File: config.mk
export PLATFORM = sky130hd
export DESIGN_NAME = data_capture_flat
export DESIGN_NICKNAME = d
export VERILOG_FILES = /design/src/rtl/data_capture_if.sv /design/src/rtl/data_capture.sv /design/src/flat_wrapper.sv
export SDC_FILE = /design/constraint.sdc
export NUM_CORES = 1
export LEC_CHECK = 0
export BUFFER_PORTS_ARGS = -buffer_cell sky130_fd_sc_hd__buf_2
export CAP_MARGIN = 0
export CORE_MARGIN = 2
export CORE_UTILIZATION = 55
export DETAILED_ROUTE_END_ITERATION = 10
export MAX_ROUTING_LAYER = met4
export PLACE_DENSITY = 0.76
export SYNTH_ARGS = -nofsm -noshare
export SYNTH_HDL_FRONTEND = slang
export SYNTH_SLANG_ARGS = --single-unit
File: constraint.sdc
create_clock -name clk -period 3.4 [get_ports clk]
set_clock_uncertainty 0.1 [all_clocks]
set_input_delay 0.17 -clock clk [delete_from_list [all_inputs] [get_ports clk]]
set_output_delay 0.17 -clock clk [all_outputs]
set_load 0.02 [all_outputs]
File: src/rtl/data_capture_if.sv
// data_capture_if: sample stream into the capture block; buffer-memory write port and bank-complete pulses out of it
// master: sample source / consumer side; slave: data_capture
interface data_capture_if #(
    parameter int DATA_WIDTH = 64,
    parameter int N_FREQ     = 128,
    parameter int DEPTH      = 32,
    parameter int ASSERT     = 2
);
    localparam int FW = $clog2(N_FREQ);
    localparam int BW = $clog2(ASSERT);
    localparam int AW = FW + $clog2(DEPTH);
    logic                  din_valid;
    logic [DATA_WIDTH-1:0] din_data;
    logic [FW-1:0]         din_index;
    logic                  wr_en;
    logic [AW-1:0]         wr_addr;
    logic [DATA_WIDTH-1:0] wr_data;
    logic                  assert_valid;
    logic [BW-1:0]         assert_msb;
    logic [FW-1:0]         assert_index;
    logic [31:0]           n_assert;
    modport master (
        output din_valid, din_data, din_index,
        input  wr_en, wr_addr, wr_data, assert_valid, assert_msb, assert_index, n_assert
    );
    modport slave (
        input  din_valid, din_data, din_index,
        output wr_en, wr_addr, wr_data, assert_valid, assert_msb, assert_index, n_assert
    );
endinterface

File: src/rtl/data_capture.sv
// data_capture: writes per-channel samples into banked buffer memory and pulses when a channel fills a bank
// Ports: clk; rst (sync, active low); clear (sync clear of counters/banks/n_assert); en (capture enable);
//        bus (slave): din_valid/din_data/din_index in; wr_en/wr_addr/wr_data, assert_valid/assert_msb/assert_index, n_assert out
module data_capture #(
    parameter int DATA_WIDTH = 64,
    parameter int N_FREQ     = 128,
    parameter int DEPTH      = 32,
    parameter int ASSERT     = 2
) (
    input logic           clk,
    input logic           rst,
    input logic           clear,
    input logic           en,
    data_capture_if.slave bus
);
    localparam int FW = $clog2(N_FREQ);
    localparam int BW = $clog2(ASSERT);
    localparam int CW = $clog2(DEPTH) - BW;
    localparam int AW = FW + BW + CW;
    localparam logic [CW-1:0] COUNTER_MAX = CW'(DEPTH / ASSERT - 1);

    logic [CW-1:0]         cnt_q [N_FREQ];
    logic [BW-1:0]         bank_q [N_FREQ];
    logic                  accept, wrap;
    logic [CW-1:0]         cur_cnt, cnt_d;
    logic [BW-1:0]         cur_bank, bank_d;
    logic                  wr_en_q, wr_en_d;
    logic [AW-1:0]         wr_addr_q, wr_addr_d;
    logic [DATA_WIDTH-1:0] wr_data_q, wr_data_d;
    logic                  pend_q, pend_d;
    logic [BW-1:0]         pend_msb_q, pend_msb_d;
    logic [FW-1:0]         pend_idx_q, pend_idx_d;
    logic                  assert_q, assert_d;
    logic [BW-1:0]         assert_msb_q, assert_msb_d;
    logic [FW-1:0]         assert_index_q, assert_index_d;
    logic [31:0]           n_assert_q, n_assert_d;

    // Counter state is read and updated in the accept cycle, so back-to-back samples on one channel see fresh values
    always_comb begin
        accept         = bus.din_valid & en & ~clear & rst;
        cur_cnt        = cnt_q[bus.din_index];
        cur_bank       = bank_q[bus.din_index];
        wrap           = cur_cnt == COUNTER_MAX;
        cnt_d          = wrap ? '0 : cur_cnt + CW'(1);
        bank_d         = wrap ? cur_bank + BW'(1) : cur_bank;
        wr_en_d        = accept;
        wr_addr_d      = accept ? {cur_bank, cur_cnt, bus.din_index} : wr_addr_q;
        wr_data_d      = accept ? bus.din_data : wr_data_q;
        // One extra stage so the pulse lands a cycle after the bank's final write is committed
        pend_d         = accept & wrap;
        pend_msb_d     = cur_bank;
        pend_idx_d     = bus.din_index;
        assert_d       = pend_q;
        assert_msb_d   = pend_q ? pend_msb_q : assert_msb_q;
        assert_index_d = pend_q ? pend_idx_q : assert_index_q;
        n_assert_d     = clear ? '0 : n_assert_q + 32'(assert_q);
    end

    always_ff @(posedge clk) begin
        if (!rst || clear) begin
            for (int i = 0; i < N_FREQ; i++) begin
                cnt_q[i]  <= '0;
                bank_q[i] <= '0;
            end
        end else if (accept) begin
            cnt_q[bus.din_index]  <= cnt_d;
            bank_q[bus.din_index] <= bank_d;
        end
    end

    // Clear leaves the write/assert pipeline alone so in-flight work still completes
    always_ff @(posedge clk) begin
        if (!rst) begin
            wr_en_q        <= 1'b0;
            wr_addr_q      <= '0;
            wr_data_q      <= '0;
            pend_q         <= 1'b0;
            pend_msb_q     <= '0;
            pend_idx_q     <= '0;
            assert_q       <= 1'b0;
            assert_msb_q   <= '0;
            assert_index_q <= '0;
            n_assert_q     <= '0;
        end else begin
            wr_en_q        <= wr_en_d;
            wr_addr_q      <= wr_addr_d;
            wr_data_q      <= wr_data_d;
            pend_q         <= pend_d;
            pend_msb_q     <= pend_msb_d;
            pend_idx_q     <= pend_idx_d;
            assert_q       <= assert_d;
            assert_msb_q   <= assert_msb_d;
            assert_index_q <= assert_index_d;
            n_assert_q     <= n_assert_d;
        end
    end

    assign bus.wr_en        = wr_en_q;
    assign bus.wr_addr      = wr_addr_q;
    assign bus.wr_data      = wr_data_q;
    assign bus.assert_valid = assert_q;
    assign bus.assert_msb   = assert_msb_q;
    assign bus.assert_index = assert_index_q;
    assign bus.n_assert     = n_assert_q;
endmodule

File: src/flat_wrapper.sv
// flat-port wrapper written by rule: the top's interface ports become plain ports
module data_capture_flat 
#(
    parameter int DATA_WIDTH = 64,
    parameter int N_FREQ     = 128,
    parameter int DEPTH      = 32,
    parameter int ASSERT     = 2
)
  (clk, rst, clear, en, bus_din_valid, bus_din_data, bus_din_index, bus_wr_en, bus_wr_addr, bus_wr_data, bus_assert_valid, bus_assert_msb, bus_assert_index, bus_n_assert);
  data_capture_if #(.DATA_WIDTH(DATA_WIDTH), .N_FREQ(N_FREQ), .DEPTH(DEPTH), .ASSERT(ASSERT)) bus_i ();
  input logic clk;
  input logic rst;
  input logic clear;
  input logic en;
  input wire logic [$bits(bus_i.din_valid)-1:0] bus_din_valid;
  input wire logic [$bits(bus_i.din_data)-1:0] bus_din_data;
  input wire logic [$bits(bus_i.din_index)-1:0] bus_din_index;
  output wire logic [$bits(bus_i.wr_en)-1:0] bus_wr_en;
  output wire logic [$bits(bus_i.wr_addr)-1:0] bus_wr_addr;
  output wire logic [$bits(bus_i.wr_data)-1:0] bus_wr_data;
  output wire logic [$bits(bus_i.assert_valid)-1:0] bus_assert_valid;
  output wire logic [$bits(bus_i.assert_msb)-1:0] bus_assert_msb;
  output wire logic [$bits(bus_i.assert_index)-1:0] bus_assert_index;
  output wire logic [$bits(bus_i.n_assert)-1:0] bus_n_assert;
  assign bus_i.din_valid = bus_din_valid;
  assign bus_i.din_data = bus_din_data;
  assign bus_i.din_index = bus_din_index;
  assign bus_wr_en = bus_i.wr_en;
  assign bus_wr_addr = bus_i.wr_addr;
  assign bus_wr_data = bus_i.wr_data;
  assign bus_assert_valid = bus_i.assert_valid;
  assign bus_assert_msb = bus_i.assert_msb;
  assign bus_assert_index = bus_i.assert_index;
  assign bus_n_assert = bus_i.n_assert;
  data_capture #(.DATA_WIDTH(DATA_WIDTH), .N_FREQ(N_FREQ), .DEPTH(DEPTH), .ASSERT(ASSERT)) u_core (.clk(clk), .rst(rst), .clear(clear), .en(en), .bus(bus_i));
endmodule
=== Word level (Yosys, flattened, before mapping) ===
Memory sizes are Yosys's and may differ from the RTL's.
Index checks and enable logic that the tools add are counted.

* Output and inout bits: 118
* Latch bits: 0
* Flip-flop bits (word level): 127
* Bits in read-only memories: 0
* RAM bits: 640
* Input bits: 76
* Memories kept: 2
* Word-level logic and storage cells: 40

{| class="wikitable"
|+ Memories
! name !! words !! width !! rd ports !! clocked after memory_dff !! write ports !! line !! text
|-
| u_core.cnt_q || 128 || 4 || 1 || 0 || 128 || data_capture.sv:22 || <nowiki>logic [CW-1:0] cnt_q [N_FREQ];</nowiki>
|-
| u_core.bank_q || 128 || 1 || 1 || 0 || 128 || data_capture.sv:23 || <nowiki>logic [BW-1:0] bank_q [N_FREQ];</nowiki>
|}

* Shifts and indexed selects: 0
* Divide/modulo/power cells: 0
* Magnitude comparators: 0
* Bitwise gates (word level): 6
* Eq/ne operators: 1
* Multipliers: 0
* Reduce and logical (&&, ||, !) cells: 5
* Add/sub/neg operators: 3
* Mux-type cells: 13

{| class="wikitable"
|+ Operator list
! kind !! number
|-
| $add 32x1->32 || 1
|-
| $mux 7 || 2
|-
| $mux 1 || 9
|-
| $mux 4 || 2
|-
| $add 4x1->4 const B || 1
|-
| $and 1x1->1 || 4
|-
| $eq 4x4->1 const B || 1
|-
| $reduce_or 4->1 || 1
|-
| $not 1->1 || 2
|-
| $reduce_or 2->1 || 1
|-
| $add 1x1->1 const B || 1
|-
| $logic_not 1->1 || 1
|-
| $logic_or 1x1->1 || 1
|-
| $reduce_or 1->1 || 1
|}

=== Logic depth before layout (Yosys ltp) ===
Gate-level depths: netlist of the first run.

* Word-level depth: 8
* Gate-level depth with buffers: 17
* Mapped depth without buffers: 11

=== Worst setup path before layout of the first run ===
Ideal clock, no wire load.

* Path kind: input to register
* Start point: input port bus_din_index[1]
* End point: memory u_core.cnt_q[10][1] (netlist bit), data pin
* Setup time: 0.266 ns
* Buffers on the path: 4
* Arrival time: 3.063 ns
* Data required time: 3.034 ns
* Stages on the path: 14
* Setup slack: -0.029 ns
* Cell sequence: buf_4 buf_6 mux4_2 mux2_2 nand2_1 o2111ai_1 or4b_1 nor2_1 inv_1 ha_1 inv_1 clkbuf_1 clkbuf_1 nor2_1

{| class="wikitable"
|+ RTL lines
! what !! line !! text
|-
| start, declared || flat_wrapper.sv:17 || <nowiki>input wire logic [$bits(bus_i.din_index)-1:0] bus_din_index;</nowiki>
|-
| end, declared || data_capture.sv:22 ||
|}

==> results.md, run 1 <==
- Max-Slew Margin vs Limit: 0.215
- Most common cell after layout, fill and taps aside: edfxtp_1
- Drt pass-1 iters: 6
- Worst-case clock buffer depth: 3
- Layout cells sized above 1: 0.259
- Nets: approximately 3.3k
- Yosys warns: 0
- DRC: 0
- Worst EP arrival: between 3 and 4 ns
- Syn Std Cell Area: 34100 um^2
- Status: finished, violations left
- WHS: around 0.036 ns
- Clock insertion delay at the later pin of the skew report: ~0.65 ns
- Maximum fanout along the worst path: 6
- Syn Area/Cell: ~12 um^2
- CP Cell Sequence: mux2_4 -> a221o_1 -> a221o_1 -> o2111ai_2 -> or4b_4 -> nor2_4 -> inv_2 -> ha_4 -> o221ai_4 -> xnor2_2 -> buf_6 -> buf_12 -> buf_12 -> clkbuf_16 -> nor2_2
- Commonest cells after routing, fill and taps aside: edfxtp_1 (640), nor2_1 (470), nand2_1 (445), buf_4 (198), buf_2 (190)
- Number of buffers created by CTS: 79
- Gate Count Post-Synth: 2826
- Area after DPL: around 37000 um^2
- Starting Density: 0.555
- Crit path time final: 3.58 ns
- Layout Utilization: 0.672
- Violated checks: setup timing
- Crit start category: register
- Synth async-reset ratio: 0
- CTS tree: built
- Sw Ratio: 0.258
- Final Max Tran Viols: 0
- Distinct cells, synth: 65
- Yosys reg bits: ~770
- Final setup fails: between 400 and 500
- Flop pwr share: 0.482
- Initial DRC Count: approximately 3.8k
- Die width: 253 um
- Filler cells: ~4.2k
- Die area: ~64000 um^2
- Internal: between 15 and 20 mW
- EDFF count, synth: between 600 and 700
- VDD IR max: around 0.38 mV
- Die Span Y: 253 um
- Worst min-delay path class: primary input to register
- Slowest-stage cell, CP: or4b_4
- Fin crit share: 1.05
- Ys flop type: edfxtp_1
- Area of the core: 61500 um^2
- CTS root buf: clkbuf_16
- Comb power frac: 0.136
- Pleak: between 15 and 20 nW
- Routed vias: 26.2k
- Final hold viol count: 0
- Initial antenna violation count: 2
- Max incr delay on CP: ~0.52 ns
- Max Fclk: approximately 280 MHz
- Worst EP required: 3.68 ns
- Gr usage total: 0.342
- Finished Cell Area: around 41000 um^2
- Critical Path End Type: register
- Seq/Total Area, Yosys: 0.638
- RSZ-0062 raised after global routing: true
- Kind of critical path: register to register
- Worst slew pin tran: approximately 1.2 ns
- Max-cap violations: 0
- CTS Sinks: about 770
- Clk slew on worst S/H paths: around 0.060 ns
- GPL Wtd Cong: about 0.99
- Layout area overhead: 21.0%
- First-pass GRT wire length: between 150 and 200 mm
- Antenna-violating nets left: 0
- DRT Wirelength: 108 mm
- FP Rows: a little over 90
- IO Pins: around 190
- Largest net degree at the start of global routing: between 90 and 100
- Total power per unit cell area: around 530 nW/um^2
- Clock share of power: 0.382
- Final worst setup slack: -0.182 ns
- Avg WL per Cell: around 26 um
- Vias in the first global route: roughly 25k
- Syn_nets: roughly 2.9k
- Hpwl dp: a little over 70 mm
- Vias per cell: approximately 6.4
- IO Port Bufs: 193
- P_sw: roughly 5.7 mW
- Gr ovfl total: 0
- # H-tree levels: 3
cell type report:
| class | instances | area (um^2) | area share |
|---|---|---|---|
| clock buffers | 107 | 2160 | 0.0522 |
| multi-input cells | 1822 | 11400 | 0.276 |
| well taps | 790 | 988 | 0.0239 |
| diodes | 2 | 5.00 | 0.000121 |
| clock inverters | 39 | 320 | 0.00775 |
| inverters | 10 | 40.0 | 0.000969 |
| repair buffers | 529 | 4640 | 0.112 |
| flip-flops and latches | 767 | 21800 | 0.527 |
repair_timing:
item,in CTS,in global routing
buffers inserted,6,7
gates cloned,7,5
hold endpoints to repair,99,0
pin swaps,4,2
endpoints found under the setup margin,637,475
hold buffers,68,0
resized for setup,26,23
final timing paths:
path,start,to,slack (ns),cells after the start
min reg2reg,u_core.bus.wr_data[63],u_core.bus.wr_data[63],0.36,2
min,bus_din_index[3],u_core.pend_idx_q[3],0.04,3
max,u_core.cnt_q[76][0],u_core.bank_q[14],-0.18,15
max reg2reg,u_core.cnt_q[76][0],u_core.bank_q[14],-0.18,15
cell usage after synthesis, types with 4 or more instances:
cell type    n  area share
dfxtp_1    127       0.075
clkbuf_1   104       0.011
buf_4       30      0.0066
nor2_1     478       0.053
nor2b_1     23      0.0042
inv_1        8     0.00088
edfxtp_1   640        0.56
mux2_2      53       0.017
buf_6       17      0.0056
a22oi_1     27      0.0059
mux2i_1     56       0.016
buf_2       70       0.010
nor2_2     101       0.019
a221o_1     32      0.0094
a21boi_0    73       0.016
and4_1       4      0.0010
nand4_1     11      0.0020
and2_1      17      0.0031
a31oi_1     19      0.0035
nand2b_1     7      0.0013
a32oi_1      6      0.0015
a221oi_1    36      0.0092
xor2_1      19      0.0049
or2_2        4     0.00073
o21ai_0     37      0.0054
o2bb2ai_1    5      0.0013
a211oi_1     4     0.00088
a21oi_1     22      0.0032
nor3_1     143       0.021
nand2_1    446       0.049
and3_1       8      0.0015
mux4_2      77       0.051
or3_1        8      0.0015
a22o_1      21      0.0054
buf_1        6     0.00066
nand3_1     27      0.0040
xnor2_1      7      0.0018
o22ai_1      9      0.0016
registers in the layout, indices dropped and copies added, names as in the netlist:
name / count
u_core.cnt_q: 512
u_core.bus.assert_index: 7
u_core.bus.assert_valid: 1
u_core.bus.n_assert: 32
u_core.bus.wr_addr: 12
u_core.assert_d: 1
u_core.bank_q: 128
u_core.pend_msb_q: 1
u_core.bus.wr_data: 64
u_core.pend_idx_q: 7
u_core.bus.assert_msb: 1
u_core.bus.wr_en: 1
power groups by stage:
stage	sequential [mW]	combinational, mW	clock [mW]
floorplan	10.8	1.35	0
global placement	10.8	2.46	0
detailed placement	10.8	2.49	0
CTS	10.6	2.78	8.45
global route	10.6	3.06	8.82
finish	10.6	2.99	8.43
cells by family (layout without fill, tap and decap cells):
logic type               after synthesis  count (layout)  synth area share
AND/OR/NAND/NOR                     1288            1288             0.163
flip-flops                           767             767             0.638
AO/OA/AOI/OAI                        319             319            0.0715
buffers and inverters                237             685            0.0357
multiplexers                         186             186            0.0847
XOR/XNOR                              26              26           0.00667
adder cells (fa/ha/maj)                3               3           0.00110
other                                  0               2                 0
stage by stage:
stage	setup TNS, ns	power, mW	std cells	setup WS, ns
3_5_place_dp	-267.06	13.3	3827	-0.516
3_3_place_gp	-257.44	13.3	3827	-0.514
4_1_cts	-12.85	21.9	4053	-0.103
2_1_floorplan	-0.588	12.1	2826	-0.0294
6_report	-43.65	22.0	4066	-0.182
5_1_grt	-48.57	22.5	4066	-0.193
layer usage:
metal / track usage / up-vias / part of all wire
met5: - / - / 0
li1: - / 11000 / -
met3: 0.0762 / 414 / 0.13
met2: 0.524 / 2118 / 0.46
met1: 0.425 / 12600 / 0.35
met4: 0.189 / 0 / 0.064
worst max-delay path, delay by kind of cell (launching register included):
kind	cells	cell delay (ns)
AO/OA/AOI/OAI	4	0.90
AND/OR/NAND/NOR	3	0.68
buffers and inverters	5	0.61
flip-flops	1	0.39
multiplexers	1	0.30
adder cells (fa/ha/maj)	1	0.17
XOR/XNOR	1	0.16
Note: power is estimated with default switching activity, not from simulation.
==> run 2, diff against run 1 <==
--- a/config.mk
+++ b/config.mk
@@ -5,8 +5,10 @@
 export SDC_FILE = /design/constraint.sdc
 export NUM_CORES = 1
 export LEC_CHECK = 0
+export ABC_AREA = 1
 export BUFFER_PORTS_ARGS = -buffer_cell sky130_fd_sc_hd__buf_2
 export CAP_MARGIN = 0
+export CORE_ASPECT_RATIO = 0.75
 export CORE_MARGIN = 2
 export CORE_UTILIZATION = 55
 export DETAILED_ROUTE_END_ITERATION = 10
==> results.md, run 2 <==
- Yosys reg bits: 767 (unchanged)
- WHS: 0.0570 ns (+0.0214 ns)
- Ys flop type: edfxtp_1
- Area after DPL: 38200 um^2 (+2.0%)
- Nets: 4508 (+37%)
- Max reg flops: 512 (unchanged)
- Vias in the first global route: 28.0k (+12%)
- Most flop-heavy register: u_core.cnt_q
- Gate Count Post-Synth: 4154 (+47%)
- FP Rows: 80 (-12%)
- Synth cell count leaders: nand2_1 (1300), nor2_1 (981), edfxtp_1 (640), inv_1 (323), nand3_1 (182)
- Crit path time final: 3.37 ns (-0.209 ns)
- Comb power frac: 0.119 (-0.017)
- Die area: 66700 um^2 (+4.2%)
- Syn Std Cell Area: 35600 um^2 (+4.2%)
- IO Pins: 194 (unchanged)
- VDD IR max: 0.459 mV (+20%)
- Layout area overhead: 17.6%
- Filler cells: 4986 (+20%)
- CTS root buf: clkbuf_16
- Worst slew pin tran: 0.920 ns (-0.257 ns)
- RSZ-0062 raised after global routing: true
- Finished Cell Area: 41800 um^2 (+1.3%)
- Gr ovfl total: 0 (unchanged)
- Number of buffers created by CTS: 76 (-3.8%)
- Most common cell after layout, fill and taps aside: nand2_1
- Drt pass-1 iters: 8 (+2)
- Final hold viol count: 0 (unchanged)
- Top delay family on crit path: buffers and inverters
- CP most frequent cell: nor2_1
- Reg2Reg Capture Point: u_core.bank_q[26]
- Maximum fanout along the worst path: 17 (+11)
- Worst-case clock buffer depth: 3 (unchanged)
- Largest net degree at the start of global routing: 147 (+55%)
- Worst EP required: 3.67 ns (about the same)
- Area of the core: 63800 um^2 (+3.7%)
- Final setup fails: 0 (-100%)
- Final Max Tran Viols: 0 (unchanged)
- EDFF count, synth: 640 (unchanged)
- CP Cell Sequence: dlygate4sd3_1 -> clkbuf_4 -> nor2_4 -> buf_4 -> nand3_1 -> nand2_1 -> o21ai_0 -> o21ai_1 -> nor2_1 -> nor2_1 -> nor2_1 -> nand2_1 -> ha_1 -> inv_1 -> nor2_1 -> nand2_2 -> buf_4 -> nand2_2 -> buf_12 -> nor2_1
- Yosys warns: 0 (unchanged)
- Kind of critical path: primary input to register
- Worst EP arrival: 3.64 ns (-0.22 ns)
- Status: completed
- IO Port Bufs: 193 (unchanged)
- Die Span Y: 224 um (-11%)
- Synth area leaders: edfxtp_1 (54%), nand2_1 (14%), nor2_1 (10%), dfxtp_1 (7.1%), inv_1 (3.4%)
- Initial antenna violation count: 0 (-2)
- Max Fclk: 296 MHz (+6.2%)
- Critical Path End Type: register
- DRC: 0 (unchanged)
- Synth async-reset ratio: 0 (unchanged)
- Initial DRC Count: 4372 (+14%)
- Worst Setup SP: bus_din_index[2]
- Fin crit share: 0.992 (-0.0615)
- Worst min-delay path class: primary input to register
- Pleak: 17.9 nW (+14%)
- Levels on crit path: 20 (+5)
- Internal: 16.1 mW (-1.8%)
- Syn_nets: 4233 (+46%)
- Max-Slew Margin vs Limit: 0.387 (+0.172)
- R2R Setup Slk: 0.36 ns (+0.54 ns)
- Placed cells: 5125 (+34%)
- Die width: 298 um (+18%)
- Most numerous cell in the Yosys netlist: nand2_1
- Max incr delay on CP: 0.58 ns (+0.06 ns)
- Cell accounting for the most synthesized area: edfxtp_1
- Crit path capture: u_core.cnt_q[19][0]
- Crit start category: primary input
- Flop pwr share: 0.488 (+0.006)
- GPL Wtd Cong: 0.944 (-4.3%)
- # H-tree levels: 3 (unchanged)
- Launching point of the worst reg2reg path: u_core.cnt_q[23][1]
- Slowest-stage cell, CP: dlygate4sd3_1
- Seq/Total Area, Yosys: 0.612 (-0.0259)
- Clock share of power: 0.393 (+0.011)
- Gr usage total: 0.320 (-0.0217)
- Max-cap violations: 0 (unchanged)
- Avg WL per Cell: 20.3 um (-23%)
- Distinct cells, synth: 35 (-46%)
- Clock insertion delay at the later pin of the skew report: 0.64 ns (about the same)
- Reg2reg path depth: 20 (+5)
- CTS Sinks: 767 (unchanged)
- Vias per cell: 5.65 (-12%)
- Sw Ratio: 0.261 (+0.00265)
- Starting Density: 0.558 (+0.00282)
- WP buf/inv: 6 (+1)
- P_sw: 5.67 mW (-0.45%)
- Antenna-violating nets left: 0 (unchanged)
- First-pass GRT wire length: 159 mm (+1.2%)
- Commonest cells after routing, fill and taps aside: nand2_1 (1292), nor2_1 (974), edfxtp_1 (640), inv_1 (322), buf_2 (190)
- Layout cells sized above 1: 0.119 (-0.140)
- DRT Wirelength: 109 mm (+0.91%)
- Routed vias: 30.2k (+15%)
- Share of the synthesized area in the top cell type: 0.540 (-0.0229)
- CTS tree: built
- Total power per unit cell area: 519 nW/um^2 (-2.7%)
- Clk slew on worst S/H paths: 0.06 ns (about the same)
- Hpwl dp: 66.2 mm (-6.5%)
- Syn Area/Cell: 8.56 um^2 (-29%)
- Post-Layout Cell Count: 5351 (+32%)
[run 2: cell count changes after synthesis, sizes merged, moves of 32 or more]
cell    before   now
nand2      446  1301
nor2       579   988
inv          9   333
nand3       27   182
nor3       143    12
o21ai       39   165
a21oi       22   100
mux4        77     0
a21boi      73     0
mux2i       56     0
mux2        53     0
buf        123   163
a221oi      36     0
a221o       32     0
[run 2: worst min-delay path by stage]
stage,cells past startpoint,slack (ns),endpoint,from
floorplan,2,0.16,u_core.pend_idx_q[3],bus_din_index[3]
global placement,3,0.32,u_core.bus.wr_data[61],bus_din_data[61]
detailed placement,3,0.33,u_core.bus.wr_data[5],bus_din_data[5]
CTS,4,0.01,u_core.pend_idx_q[1],bus_din_index[1]
global route,4,0.05,u_core.pend_idx_q[1],bus_din_index[1]
finish,4,0.06,u_core.pend_idx_q[1],bus_din_index[1]
[run 2: area by class of cell]
type	instances	area (um^2)	share of cell area
multi-input cells	2815	11500	0.275
inverters	334	1280	0.0307
repair buffers	435	3710	0.0888
clock buffers	96	2060	0.0492
clock inverters	41	427	0.0102
flip-flops and latches	767	21800	0.520
diodes	2	5.00	0.000120
well taps	861	1080	0.0257
[run 2: cell families (layout without fill, tap and decap cells)]
kind of cell	count (synthesis)	count (layout)	share of synthesized area
AND/OR/NAND/NOR	2532	2534	0.279
flip-flops	767	767	0.612
buffers and inverters	574	906	0.0683
AO/OA/AOI/OAI	276	276	0.0396
adder cells (fa/ha/maj)	3	3	0.00106
XOR/XNOR	2	2	0.000493
other	0	2	0
[run 2: layer usage]
| layer | global-route usage | vias to the layer above | routed length, um |
|---|---|---|---|
| met5 | - | - | 0 |
| met4 | 0.117 | 0 | 4220 |
| met3 | 0.0713 | 320 | 15500 |
| met2 | 0.478 | 2105 | 48600 |
| met1 | 0.433 | 14000 | 40300 |
| li1 | - | 13800 | - |
[run 2: tightest hold or removal path: stages]
cell and delay (ns):
buf_4 0.17, buf_12 0.23, nand2_1 0.11, inv_1 0.04
[run 2: what timing repair did]
item	4_1_cts	5_1_grt
gates resized for setup	0	28
setup buffers	0	3
hold buffers	71	0
hold endpoints to repair	76	0
endpoints found under the setup margin	0	601
[run 2: power groups by stage]
stage	Sequential [mW]	Clock, mW	Combinational [mW]
after floorplan	10.8	0	1.27
after global placement	10.8	0	2.27
after detailed placement	10.8	0	2.29
after CTS	10.6	8.51	2.37
after global routing	10.6	8.91	2.71
final	10.6	8.53	2.59
[run 2: stage by stage]
| step | util | worst slack [ns] | power [mW] | setup TNS (ns) |
|---|---|---|---|---|
| global placement | 0.599 | 0.0159 | 13.1 | 0 |
| finish | 0.656 | 0.0269 | 21.7 | 0 |
| global route | 0.656 | -0.0525 | 22.3 | -1.25 |
| floorplan | - | 0.725 | 12.1 | 0 |
| CTS | 0.649 | 0.00730 | 21.5 | 0 |
| detailed placement | 0.599 | 0.00977 | 13.1 | 0 |
